$ cat src/rtl/seq_divider32.sv
// seq_divider32: multi-cycle unsigned restoring divider, one quotient
// bit per clock, start/done handshake.
//
// Ports:
//   clk, rst_n      clock, async active-low reset
//   start_i         request, taken only while busy_o = 0
//   dividend_i      numerator, latched with accepted start
//   divisor_i       denominator, latched with accepted start
//   busy_o          division in progress
//   done_o          one-cycle pulse, results valid
//   quotient_o      registered quotient
//   remainder_o     registered remainder
//   div_by_zero_o   registered, set when latched divisor was 0
//
// Build option: DIVZERO_BYPASS_EN makes a zero-divisor request skip
// the iteration and complete in one cycle with the same results.

module seq_divider32 #(
  parameter int WIDTH = 32
) (
  input  logic             clk,
  input  logic             rst_n,
  input  logic             start_i,
  input  logic [WIDTH-1:0] dividend_i,
  input  logic [WIDTH-1:0] divisor_i,
  output logic             busy_o,
  output logic             done_o,
  output logic [WIDTH-1:0] quotient_o,
  output logic [WIDTH-1:0] remainder_o,
  output logic             div_by_zero_o
);

  localparam int CW = (WIDTH > 2) ? $clog2(WIDTH) : 1;
  localparam logic [CW-1:0] CNT_LOAD = CW'(WIDTH - 1);

  typedef enum logic [1:0] {
    S_IDLE = 2'd0,
    S_RUN  = 2'd1,
    S_DONE = 2'd2
  } state_t;

  state_t          state_q, state_d;
  logic [CW-1:0]   cnt_q, cnt_d;
  logic [WIDTH-1:0] dq_q, dq_d;
  logic [WIDTH-1:0] dvs_q, dvs_d;
  logic [WIDTH-1:0] rem_q, rem_d;
  logic [WIDTH-1:0] quo_q, quo_d;
  logic [WIDTH-1:0] rmd_q, rmd_d;
  logic             dbz_q, dbz_d;

  logic [WIDTH:0]   trial;
  logic             qbit;
  logic [WIDTH-1:0] rem_nx;
  logic [WIDTH-1:0] dq_nx;
  logic             load;

  // Trial subtraction of the divisor from the shifted partial remainder.
  // Its MSB is the borrow.
  assign trial = {rem_q, dq_q[WIDTH-1]} - {1'b0, dvs_q};
  assign qbit  = ~trial[WIDTH];

  // On borrow the dropped top bit of rem_q is always 0, because the
  // shifted remainder was smaller than a WIDTH-bit divisor.
  assign rem_nx = qbit ? trial[WIDTH-1:0]
                       : {rem_q[WIDTH-2:0], dq_q[WIDTH-1]};

  // Dividend bits leave at the top while quotient bits enter at the
  // bottom, so after WIDTH steps the register holds the quotient.
  assign dq_nx = {dq_q[WIDTH-2:0], qbit};

  always_comb begin
    state_d = state_q;
    cnt_d   = cnt_q;
    dq_d    = dq_q;
    dvs_d   = dvs_q;
    rem_d   = rem_q;
    quo_d   = quo_q;
    rmd_d   = rmd_q;
    dbz_d   = dbz_q;
    load    = 1'b0;

    unique case (1'b1)
      (state_q == S_IDLE): begin
        load = start_i;
      end
      (state_q == S_RUN): begin
        dq_d  = dq_nx;
        rem_d = rem_nx;
        if (cnt_q == '0) begin
          state_d = S_DONE;
          quo_d   = dq_nx;
          rmd_d   = rem_nx;
          dbz_d   = (dvs_q == '0);
        end else begin
          cnt_d = cnt_q - 1'b1;
        end
      end
      (state_q == S_DONE): begin
        state_d = S_IDLE;
        load    = start_i;
      end
      default: begin
        state_d = S_IDLE;
      end
    endcase

    if (load) begin
      dq_d    = dividend_i;
      dvs_d   = divisor_i;
      rem_d   = '0;
      cnt_d   = CNT_LOAD;
      state_d = S_RUN;
`ifdef DIVZERO_BYPASS_EN
      if (divisor_i == '0) begin
        state_d = S_DONE;
        quo_d   = '1;
        rmd_d   = dividend_i;
        dbz_d   = 1'b1;
      end
`endif
    end
  end

  always_ff @(posedge clk or negedge rst_n) begin
    if (!rst_n) begin
      state_q <= S_IDLE;
      cnt_q   <= '0;
      dq_q    <= '0;
      dvs_q   <= '0;
      rem_q   <= '0;
      quo_q   <= '0;
      rmd_q   <= '0;
      dbz_q   <= 1'b0;
    end else begin
      state_q <= state_d;
      cnt_q   <= cnt_d;
      dq_q    <= dq_d;
      dvs_q   <= dvs_d;
      rem_q   <= rem_d;
      quo_q   <= quo_d;
      rmd_q   <= rmd_d;
      dbz_q   <= dbz_d;
    end
  end

  assign busy_o        = (state_q == S_RUN);
  assign done_o        = (state_q == S_DONE);
  assign quotient_o    = quo_q;
  assign remainder_o   = rmd_q;
  assign div_by_zero_o = dbz_q;

endmodule

$ cat config.mk
export PLATFORM = sky130hd
export DESIGN_NAME = seq_divider32
export DESIGN_NICKNAME = d
export VERILOG_FILES = /design/src/rtl/seq_divider32.sv
export SDC_FILE = /design/constraint.sdc
export NUM_CORES = 1
export LEC_CHECK = 0
export BUFFER_PORTS_ARGS = -buffer_cell sky130_fd_sc_hd__buf_2
export CAP_MARGIN = 15
export CORE_UTILIZATION = 25
export DETAILED_ROUTE_END_ITERATION = 10
export SETUP_SLACK_MARGIN = 0.5
export SLEW_MARGIN = 20
export SYNTH_ARGS = -nofsm -noshare
export SYNTH_HDL_FRONTEND = slang
export SYNTH_SLANG_ARGS = --single-unit
$ cat constraint.sdc
create_clock -name clk -period 3.5 [get_ports clk]
set_input_delay 0 -clock clk [delete_from_list [all_inputs] [get_ports clk]]
set_output_delay 0 -clock clk [all_outputs]
set_load 0.01 [all_outputs]
# == Word-level counts from Yosys, hierarchy flattened ==
# Cells that the tools add are included.
# totals
ff_bits,168
in_bits,67
word_cells,36
# op_classes
n_addsub,2
eq_ne,5
muxes,12
bitwise_logic,1
reduce_logical,8
# ops
cell,n
$mux W32,5
$sub A33 B32 Y33,1
$logic_not A32 Y1,1
$mux W5,3
$reduce_and A2 Y1,3
$logic_not A5 Y1,1
$sub A5 B1 Y5 const B,1
$mux W2,2
$ne A2 B2 Y1 const B,2
$pmux W2 S2,1
$ne A3 B1 Y1 const B,1
$eq A2 B1 Y1 const B,1
$eq A2 B2 Y1 const B,1
$logic_not A2 Y1,1
$reduce_bool A2 Y1,1
$reduce_or A2 Y1,1
$mux W1,1
$not A1 Y1,1

# == Longest topological paths before layout ==
# Gate-level depths: netlist (run 1).
# logic_depth
depth_word,5
mapped_depth,14
ltp_nobuf,12

# == Least setup slack after synthesis (run 1) ==
# Ideal clock, no wire load.
# synth_path
kind,register -> register
from,reg dq_q[31]
to,reg rmd_q[24] (netlist: remainder_o[24])
arrival_ps,2639
path_slack_ps,732
path_stages_with_launch,14
path_buffers,2
path_cell_list,dfrtp_1 inv_1 ha_1 fa_1 nand2b_1 a21oi_1 o21a_1 o2111a_1 or4b_4 and3_1 buf_6 buf_8 mux2i_1 o21ai_1
# synth_via
elab_chain_cells,2
# synth_rtl
element,line,source
"start, declared",44,"logic [WIDTH-1:0] dq_q, dq_d;"
"start signal, assigned",137,dq_q <= dq_d;
$sub A33 B32 Y33,59,"assign trial = {rem_q, dq_q[WIDTH-1]} - {1'b0, dvs_q};"
$mux W32,64,assign rem_nx = qbit ? trial[WIDTH-1:0]
"end signal, assigned",141,rmd_q <= rmd_d;
"end, declared",48,"logic [WIDTH-1:0] rmd_q, rmd_d;"
# Every way passes these cells.
# A chain may end at the register's enable or synchronous reset.

# == Worst setup path after layout (run 1) ==
# layout_path
from,reg dvs_q[7]
to,reg rmd_q[15] (netlist: remainder_o[15])
# layout_via
elab_chain_cells,2
# layout_rtl
element,line,source
"start, declared",45,"logic [WIDTH-1:0] dvs_q, dvs_d;"
"start signal, assigned",138,dvs_q <= dvs_d;
$sub A33 B32 Y33,59,
$mux W32,64,
# Every way passes these cells.

==> results of run 1 <==
area by class of cell:
| cell class | count | area, µm² | share of cell area, % |
|---|---|---|---|
| well taps | 448 | 561 | 4.95 |
| clock inverters | 8 | 101 | 0.896 |
| flip-flops and latches | 168 | 4200 | 37.1 |
| multi-input cells | 710 | 4300 | 38.0 |
| repair buffers | 223 | 1550 | 13.7 |
| diodes | 2 | 5.00 | 0.0442 |
| clock buffers | 21 | 450 | 3.98 |
| inverters | 41 | 154 | 1.36 |
power by group:
| group | total [µW] | leakage (µW) | switching, µW | internal (µW) |
|---|---|---|---|---|
| sequential | 3670 | 0.00204 | 702 | 2970 |
| combinational | 8580 | 0.00289 | 4880 | 3700 |
| clock | 1850 | 0.000261 | 792 | 1060 |
kinds of logic after synthesis:
kind of cell | count (synthesis) | share of synthesized area, %
AND/OR/NAND/NOR | 385 | 19.1
XOR/XNOR | 29 | 2.99
buffers and inverters | 88 | 4.27
AO/OA/AOI/OAI | 249 | 17.4
flip-flops | 168 | 49.4
adder cells (fa/ha/maj) | 35 | 5.24
multiplexers | 12 | 1.49
final timing paths:
| check | start | endpoint | slack [ps] | depth (start not counted) |
|---|---|---|---|---|
| max in group asynchronous | rst_n | dvs_q[18] | 2460 | 3 |
| hold / removal | start_i | dvs_q[6] | 120 | 4 |
| setup / recovery | dvs_q[7] | remainder_o[15] | 530 | 12 |
| min in group asynchronous | rst_n | quotient_o[15] | 170 | 2 |
| hold reg to reg | quotient_o[1] | quotient_o[1] | 470 | 2 |
| setup reg to reg | dvs_q[7] | remainder_o[15] | 530 | 12 |
flip-flops by register name (all words and copies together), names as in the netlist:
signal         cells
cnt_q              5
div_by_zero_o      1
dq_q              32
dvs_q             32
quotient_o        32
rem_q             32
remainder_o       32
state_q            2
stage by stage:
stage	hold WS, ps	power, µW	util (%)	std cells	setup slack (ps)
after floorplan	-296	8920	-	966	732
after global placement	94.7	10800	28.9	1516	343
after detailed placement	104	10900	28.9	1516	228
after CTS	107	13300	32.8	1613	503
after global routing	149	15400	33.7	1620	437
final	123	14100	33.8	1621	527
layer usage:
layer	vias to the layer above	track usage, %	wire, µm
met5	-	0	0
met4	0	3.31	187
met3	15	4.23	1450
met2	172	23.6	11700
met1	3601	18.6	11400
li1	3692	-	-
synth_stat cells, types with 7 or more instances:
library cell  number
nand2_1          286
dfrtp_1          168
o21ai_0           89
a21oi_1           43
inv_1             40
clkbuf_1          34
ha_1              34
a22oi_1           31
o21ai_1           30
nor2_1            28
xnor2_1           16
xor2_1            13
nor4_1            12
nand2b_1           9
a21o_1             8
nand4_1            8
and3_1             7
mux2i_1            7
nand3_1            7
what timing repair did:
action / in CTS / in global routing
resized for setup: 16 / 54
setup buffers: 3 / 6
endpoints found under the hold margin: 137 / 0
endpoints found under the setup margin: 59 / 63
hold buffers: 65 / 0
pin swaps: 0 / 14
gates cloned: 0 / 0
critical path: cells and delay by family, from the launching register on:
kind	cells	cell delay [ps]
AO/OA/AOI/OAI	5	860
AND/OR/NAND/NOR	4	990
adder cells (fa/ha/maj)	1	320
buffers and inverters	2	250
flip-flops	1	390
==> results list, run 1 <==
- Result of the run: complete, no violations
- The floorplan step defined a die boundary enclosing roughly 35,000 µm².
- Core area: approximately 34,000 µm²
- Gp weighted congestion: ~0.86
- Site row count: between 60 and 70
- Number of buffers created by CTS: 17
* Maximum number of pins on one net before global-route repair: 89
- Of the post-synthesis cell area, the dominant cell type holds 49.4%.
* Layout cells sized above 1: around a fifth
- Setup violations remaining at the end of the flow were counted as 0.
- VDD sags by at most roughly 0.63 mV.
* Layout net count: around 1,300
- Endpoint arrival time on the critical path: about 3300 ps
- Synthesis produced a netlist with a net count of about 1,100.
- The clock period could shrink to 2970 ps.
- Async set-reset flop share out of synthesis: 100%
- I/O pin cnt: 134
- Leading cell types in the layout, fill and taps excluded: 286 x nand2_1, 168 x dfrtp_1, 132 x buf_2, 86 x o21ai_0, 65 x dlygate4sd3_1
- Using the TritonRoute via totals, the vias-per-cell ratio works out to between 4 and 5.
- Headroom to the max-slew limit came out at approximately a third.
* Num Clock Sinks: 168
- Synth-to-Final Area Change: 33.1%
- DR vias: about 7,500
- Setup repair after global routing could not meet its margin everywhere.
- Once placement finished, the instance area stood at 9670 µm².
- For this run, the leading register cell type out of synthesis is dfrtp_1.
- Data on the critical path is required at its endpoint by between 3000 and 4000 ps.
- In this run the clock root is driven by a clkbuf_16.
* Worst-skew pair later-pin latency: 440 ps
- Post-synthesis cell type count: 56
- During synthesis, Yosys emitted a total of 0 warnings.
- CTS H-tree lvls: 4
- The count of nets left with antenna violations once routing finished came out at 0.
* Cell type of the slowest stage on the worst timing path: or4b_4
- Overall routed net length: about 25,000 µm
- Across every metal layer, demand over resource in global routing totals between 10% and 20%.
- The final critical path takes up between 80% and 90% of the cycle.
* Area contributors post-synth: dfrtp_1 49%, nand2_1 13%, o21ai_0 5.2%
- Largest stage delay, worst path: between 500 and 600 ps
- Ratio of total power to cell area: ~1200 nW/µm²
- Final slew viol count: 0
- Clock tree from TritonCTS: done
* Final Cell Area: between 10,000 and 15,000 µm²
- Initial Util: roughly 25%
- Among the stages of the critical path, the cell type that occurs most often is a21oi_2.
- Number of enable-type register cells in the synthesized netlist: 0
- Port buffer count: roughly 130
- For this run the aggregate overflow at the end of global routing stands at 0.
- The number of hold-slack violations in the final timing report is 0.
- Synthesis produced 966 cells.
- The via count of the first global-routing pass is ~7,600.
- Average wire length per cell after detail routing: roughly 15 µm
- Most common library cell in the layout ignoring fill and taps: nand2_1
* Setup crit start kind: flip-flop
- dfrtp_1 takes more of the synthesized area than any other cell.
- Total of flip-flops plus latches after synthesis: 168
- In this run the horizontal extent of the chip is 186 µm.
* FILL cells: approximately 3,500
- Of the synthesized area, sequential elements account for roughly half.
- Summed over all nets, the half-perimeter wirelength after detailed placement is about 17,000 µm.
* Clock slew seen by the registers of the worst setup and hold paths: roughly 70 ps
- Slew at the pin closest to its max-slew limit: about 970 ps
* Die height: between 150 and 200 µm
- Setup clock skew after layout: between 8 and 9 ps
- Based on the critical path, the design can be clocked at up to around 0.34 GHz.
- Synthesized area per cell: 8.80 µm²
* Remaining routing DRC violations: 0
- Cells traversed along the worst timing path: inv_1 -> ha_2 -> a21oi_2 -> nand2_1 -> o21a_1 -> o2111a_1 -> or4b_4 -> and3_4 -> buf_4 -> and3_1 -> a21oi_2 -> o21ai_0
* First-pass GRT wire length: around 40,000 µm
- Cell area after synthesis: ~8500 µm²
- Max-cap violations in this run came to 0.
- The analysis attributes to cell leakage a power of 0.00519 µW.
- Class of the tightest hold or removal check: in2reg
- The critical path in this run is classified as reg2reg.
- Crit path capture type: flip-flop
* Initial antenna violation count: 2
- The detailed router finished its first iteration with approximately 360 violations.
- For this run, the detailed router's first-pass iteration total came to 5.
- Setup total negative slack on the finished layout was measured at 0 ps.
* Worst-path maximum fanout: 6
- Clock buffer depth: 2
(Power assumes the default switching activity.)
==> run 2, diff against run 1 <==
--- a/config.mk
+++ b/config.mk
@@ -5,6 +5,7 @@
 export SDC_FILE = /design/constraint.sdc
 export NUM_CORES = 1
 export LEC_CHECK = 0
+export ABC_AREA = 1
 export BUFFER_PORTS_ARGS = -buffer_cell sky130_fd_sc_hd__buf_2
 export CAP_MARGIN = 15
 export CORE_UTILIZATION = 25
==> constraint.sdc (replaced) <==
create_clock -name clk -period 3.1 [get_ports clk]
set_input_delay 0 -clock clk [delete_from_list [all_inputs] [get_ports clk]]
set_output_delay 0 -clock clk [all_outputs]
set_load 0.01 [all_outputs]
==> run 2 against run 1 <==
  * Synthesized area grew 15%
  * Hold slack gained 74 ps
  * Die area grew 15%
  * Largest cell class unchanged
==> results list, run 2 <==
- The cell family contributing the most delay on the critical path is simple AND/OR/NAND/NOR gates.
- Maximum number of pins on one net before global-route repair: 99
* Worst-skew pair later-pin latency: between 400 and 500 ps
* Antenna Violating Nets Remaining: 0
- Endpoint arrival time on the critical path: between 2000 and 3000 ps
* Slew at the pin closest to its max-slew limit: between 700 and 800 ps
- Cell type of the slowest stage on the worst timing path: dfrtp_1
- Worst-path maximum fanout: 8
* Fmax: about 0.41 GHz
- After synthesis, the mean cell area works out to slightly above 7 µm².
* Share of the cycle needed by the critical path after routing: about four fifths
* Prevailing post-synth register cell: dfrtp_1
- The worst setup path is of the reg2reg kind.
- The core region is around 39,000 µm².
- I/O pin cnt: about 130
- Number of buffers created by CTS: 17
- The library cells used most frequently in the layout, excluding fill and tap cells, are 529 x nand2_1, 241 x inv_1, 168 x dfrtp_1, 132 x buf_2, 86 x nand3_1.
* Setup repair after global routing missed its margin: false
- Once the floorplan was initialized, standard cells occupied 25.3% of the core.
- In the post-synthesis netlist, the biggest area contributors are dfrtp_1 43%, nand2_1 20%, inv_1 9.2%.
* Endpoint of the lowest-slack register-to-register path: rem_q[31]
- Crit path capture type: flip-flop
- In this run the number of cells on the critical path is 17.
- Worst path buffer plus inverter count: 2
- Hold is met by 197 ps.
- The repair_antennas step left the layout with diodes totalling 0.
- Final slew viol count: 0
- During synthesis, Yosys emitted a total of 0 warnings.
- After synthesis, the most frequently instantiated cells are 530 x nand2_1, 241 x inv_1, 168 x dfrtp_1, 88 x nand3_1, 68 x o21ai_0.
- The via count of the first global-routing pass was approximately 9,000.
- The die covers about 40,000 µm².
* Final-layout setup total negative slack: 0 ps
- Counting every instance in the synthesized netlist gives about 1,400.
- Sequential cells were found to cover 42.9% of the synthesized design area.
- Total of flip-flops plus latches after synthesis: between 150 and 200
- After layout, the minimum clock period comes to 2450 ps.
- Fraction of post-synthesis cell area in the top cell type by area: a little over two fifths
* Via density per instance: about 4.4
- Leaving out fill and tap cells, the most frequent cell in the layout is nand2_1.
* CTS H-tree lvls: 4
* HPWL after detailed placement: between 20,000 and 25,000 µm
- Layout net count: 1,666
- Result of the run: complete, no violations
* Post-synthesis cell type count: 34
- Buffer cell driving the clock tree root: clkbuf_16
- Die height: about 200 µm
* Number of enable-type register cells in the synthesized netlist: 0
- nand2_1 is the most common cell in the netlist.
- First-pass GRT wire length: 45,900 µm
* Largest stage delay, worst path: 410 ps
* Port buffer count: approximately 130
- Number of placed cells counting well taps: a little under 2,000
- Max-cap violations: 0
* Overall routed net length: around 30,000 µm
* Overall routing resource usage: between 10% and 20%
* Number of DRC markers in iteration 0: about 530
* Total iterations of the first detailed-routing run: 4
- Counting cells, the worst reg-to-reg path comes to 17.
- The number of hold-slack violations in the final timing report came to 0.
- Num Clock Sinks: approximately 170
- Setup violations remaining at the end of the flow were counted as 0.
- Summed over all layers, the global routing overflow is 0.
- Remaining routing DRC violations: 0
- Data on the critical path is required at its endpoint by ~3500 ps.
- The number of antenna violations at the first check in global routing came to 0.
- Site row count: 72
- Cell area after synthesis: 9800 µm²
* Clock buffer depth: 2
* Layout cells sized above 1: around 15%
* Cell repeated most along the worst path: nand2_1
- Synth area leader: dfrtp_1
- Width of the die: ~200 µm
* DR vias: approximately 9,000
* Launch point of the worst path: dvs_q[0]
- STA classifies the critical path startpoint as a flip-flop.
* Startpoint of the most critical register-to-register path: dvs_q[0]
- Cells traversed along the worst timing path: ha_1 -> fa_2 -> inv_1 -> nand2_1 -> nand2_1 -> nand3_1 -> nand2_2 -> nand2_1 -> nand2_2 -> nand2_4 -> nand3_4 -> buf_12 -> nand2_8 -> nand2_1 -> nand2_1 -> nand2_1 -> nand2_1
* Clock slew seen by the registers of the worst setup and hold paths: about 80 ps
- Synth-to-Final Area Change: 27.7%
- Async set-reset flop share out of synthesis: 100%
* Setup clock skew after layout: 16.4 ps
- Rel. slew slack: around 47%
- Gp weighted congestion: ~0.87
- TritonCTS built the clock tree.
- The tightest min-delay check is of the in2async type.
- Average wire length per cell after detail routing: ~14 µm
- Worst setup slack for register-to-register paths: roughly 650 ps
* Count of non-filler cells in the finished layout: about 2,100
- Post-Syn Nets: around 1,500
run 2: cell families (layout without fill, tap and decap cells):
group           Yosys count  in the layout  share of synthesized area [%]
compound gates          126            126                           7.82
simple gates            736            743                           31.4
buf+inv                 287            490                           12.0
flops                   168            168                           42.9
fa+ha+maj                35             35                           4.55
xor+xnor                 15             15                           1.34
run 2: what timing repair did:
action	CTS	global route
endpoints found under the hold margin	150	0
setup buffers	0	3
hold buffers	67	0
cloned	0	7
resized for setup	2	19
pin swaps	0	9
setup endpoints to repair	62	65
run 2: final cells by class:
cell class	instances	area, µm²
multi-input combinational	919	4640
clock buffer	17	425
timing repair buffer	212	1470
sequential	168	4200
inverter	246	923
fill	4110	26100
tap	518	648
clock inverter	15	199
run 2: per-layer routing:
layer	part of all wire, %	GRT usage (%)
met5	0	0
met1	46	18.9
met4	1.2	3.00
met2	47	24.5
met3	6.0	3.78
run 2: per-stage QoR:
stage,worst slack [ps],area (µm²),utilization (%)
2_1_floorplan,943,9800,-
3_3_place_gp,558,11000,28.4
3_5_place_dp,436,11000,28.4
4_1_cts,566,12300,31.8
5_1_grt,492,12500,32.4
6_report,651,12500,32.4
run 2: how the worst max path moves through the flow:
stage,to
6_report,rem_q[31]
4_1_cts,rem_q[16]
5_1_grt,rem_q[31]
3_5_place_dp,rem_q[9]
2_1_floorplan,rem_q[23]
3_3_place_gp,remainder_o[18]
Power of run 2 is left out: the tool's default activity adds up to more than one toggle a clock period on the data nets, which glitch-free logic cannot reach.
==> run 3, diff against run 2 <==
==> constraint.sdc (replaced) <==
create_clock -name clk -period 2 [get_ports clk]
set_input_delay 0 -clock clk [delete_from_list [all_inputs] [get_ports clk]]
set_output_delay 0 -clock clk [all_outputs]
set_load 0.01 [all_outputs]
==> run 3 against run 2 <==
  * Register-to-register slack got worse by 890 ps
  * Highest routed layer unchanged
  * Hold slack worse by 100 ps
  * Core utilization rose by 7.6 points
  * Clock skew is 1.2 ps lower
  * Sequential cell count is the same
  * Fmax rose by 9.2%
  * Cell area rose by 23%
  * Sequential share of layout area fell by 6.4 points
  * Critical path depth decreased by 3
  * Non-clock buffer count rose by 205
  * Via count up 8.8%
  * The run now ends with setup timing left
==> results list, run 3 (synthesis results as in run 2) <==
- Num Clock Sinks: approximately 170
* CTS H-tree lvls: 4
- The final count of pins violating max slew was 0.
- The tree is rooted in a clkbuf_16.
* Clock tree from TritonCTS: done
* Type of the setup path with the least slack: reg2reg
* First-pass GRT wire length: ~50,000 µm
* Tmin final: about 2200 ps
- Measured on the finished design, the core utilization comes to between 30 and 40%.
* Number of global-route vias before repair: ~9,600
* N_diodes: 0
- Setup-violating endpoint count in the final report: 66
- Setup crit start kind: flip-flop
* Critical path data required time: approximately 2400 ps
- In the routed design, unresolved DRC markers number 0.
* Overall routed net length: approximately 34,000 µm
- Cell type of the slowest stage on the worst timing path: dfrtp_1
- Synth-to-Final Area Change: 57.6%
- In this run the deepest clock path goes through 2 buffers.
- The routed layout has approximately 10,000 vias.
- Number of DRC markers in iteration 0: a little under 500
- The number of antenna violations at the first check in global routing came to 0.
* Cells traversed along the worst timing path: ha_1 -> nand2_1 -> nor2_2 -> inv_1 -> nor2_4 -> and2_1 -> nand2_4 -> nand2_4 -> nand2_4 -> nand2_8 -> clkbuf_16 -> nand2_2 -> nand3_2 -> nand2_1
* Clock slew seen by the registers of the worst setup and hold paths: 80 ps
- Maximum number of pins on one net before global-route repair: between 50 and 60
* Die height: 200 µm
- Of all nets on the critical path, the largest fanout is 7.
- By instance count, the cell type seen most on the critical path is nand2_4.
* Area of placed instances: 12,300 µm²
* Initial Util: about a quarter
* Residual overflow from global routing: 0
- Data arrives at the worst endpoint at ~2600 ps.
* HPWL after detailed placement: approximately 22,000 µm
- Average wire length per cell after detail routing: 14.7 µm
- The flow ran to the end, but the final reports show violations.
- The clock arrives with ~15 ps of skew.
- Global routing consumed, over all layers together, between 10% and 20% of the routing resources.
- The detail route stage leaves a number of antenna-violating nets equal to 0.
* Most common library cell in the layout ignoring fill and taps: nand2_1
- Worst-skew pair later-pin latency: 460 ps
- Core area: 38,600 µm²
- The die covers 40,000 µm².
- Width of the die: between 150 and 200 µm
- Largest stage delay, worst path: approximately 400 ps
- The pre-antenna-repair detailed-routing pass consisted of 7 iterations.
- Port buffer count: roughly 130
- Leaving out fill and tap cells, the most frequent cells in the layout are 454 x nand2_1, 225 x inv_1, 176 x buf_4, 168 x dfrtp_1, 131 x buf_2.
- Via density per instance: between 4 and 5
- Number of failing hold endpoints at the final stage: 0
* Layout net count: between 1,500 and 2,000
- Max-cap violations: 0
- Startpoint of the most critical register-to-register path: rem_q[15]
- The final reports fail on setup timing.
- With fillers left out, the area of the finished cells amounts to between 15,000 and 20,000 µm².
- Layout cells sized above 1: around a third
- Pin placement for this block handled 134 I/O pins.
- Based on the critical path, the design can be clocked at up to 0.446 GHz.
* Share of the cycle needed by the critical path after routing: 112%
- Slew at the pin closest to its max-slew limit: 434 ps
- Tracing the worst setup path back leads to its startpoint at rem_q[15].
- The min-delay analysis places its worst path in the category in2async.
- Site row count: 72
* Setup repair after global routing missed its margin: true
* Rel. slew slack: 70.8%
- Buffers inserted during clock tree synthesis total 17.
- Adding up every negative setup slack in the final design gives -14,040 ps.
- Crit path capture type: flip-flop
- Setup ws final: -243 ps
* Gp weighted congestion: a little under 0.9
-- run 3: changes by cell type in the layout (fill, tap and decap cells not counted), sizes merged --
cell         change
inv              +6
buf            +198
clkbuf           +6
clkinv           -5
bufbuf           +2
clkinvlp         +1
nand2            -7
dlygate4sd3      -1
-- run 3: area by class of cell --
type                       instances  area, µm²
fill                            3881      23200
multi-input combinational        912       5520
sequential                       168       4200
timing repair buffer             417       3500
inverter                         246        937
tap                              518        648
clock buffer                      17        425
clock inverter                    15        185
timing repair inverter             2       22.5
-- run 3: timing repair --
| item | in CTS | in global routing |
|---|---|---|
| setup buffers | 11 | 22 |
| hold buffers | 67 | 0 |
| setup endpoints to repair | 114 | 151 |
| gates resized for setup | 67 | 251 |
| hold endpoints to repair | 234 | 0 |
| gates cloned | 10 | 7 |
| pin swaps | 8 | 29 |
-- run 3: path summary, 6_finish.rpt --
path,end,slack (ps),depth (start not counted)
worst max-delay path,rem_q[12],-240,14
worst min-delay path,dq_q[3],90,3
worst max register to register,rem_q[12],-240,14
worst min register to register,remainder_o[10],480,2
max in group asynchronous,dq_q[30],1490,3
min in group clk,dvs_q[22],280,4
-- run 3: stage by stage --
step,instances,setup WS (ps),hold WS (ps)
floorplan,1367,-76.4,-296
global placement,2146,-230,-97.7
detailed placement,2146,-237,-101
CTS,2266,-242,67.4
global route,2295,-366,104
finish,2295,-243,93.2
-- run 3: metal layers --
layer	wire [µm]	vias up	track usage (%)	part of all wire [%]
met1	15700	4720	21.4	46
li1	-	5035	-	-
met5	0	-	0	0
met2	15900	203	26.5	47
met4	716	0	5.32	2.1
met3	1450	41	2.92	4.3
-- run 3: worst max-delay path: cells and delay by family, from the launching register on --
| family | cells | cell delay, ps |
|---|---|---|
| and+or+nand+nor | 11 | 1070 |
| DFF | 1 | 410 |
| adders and majority gates | 1 | 350 |
| buffers and inverters | 2 | 290 |
Power of run 3 is left out for the same reason.
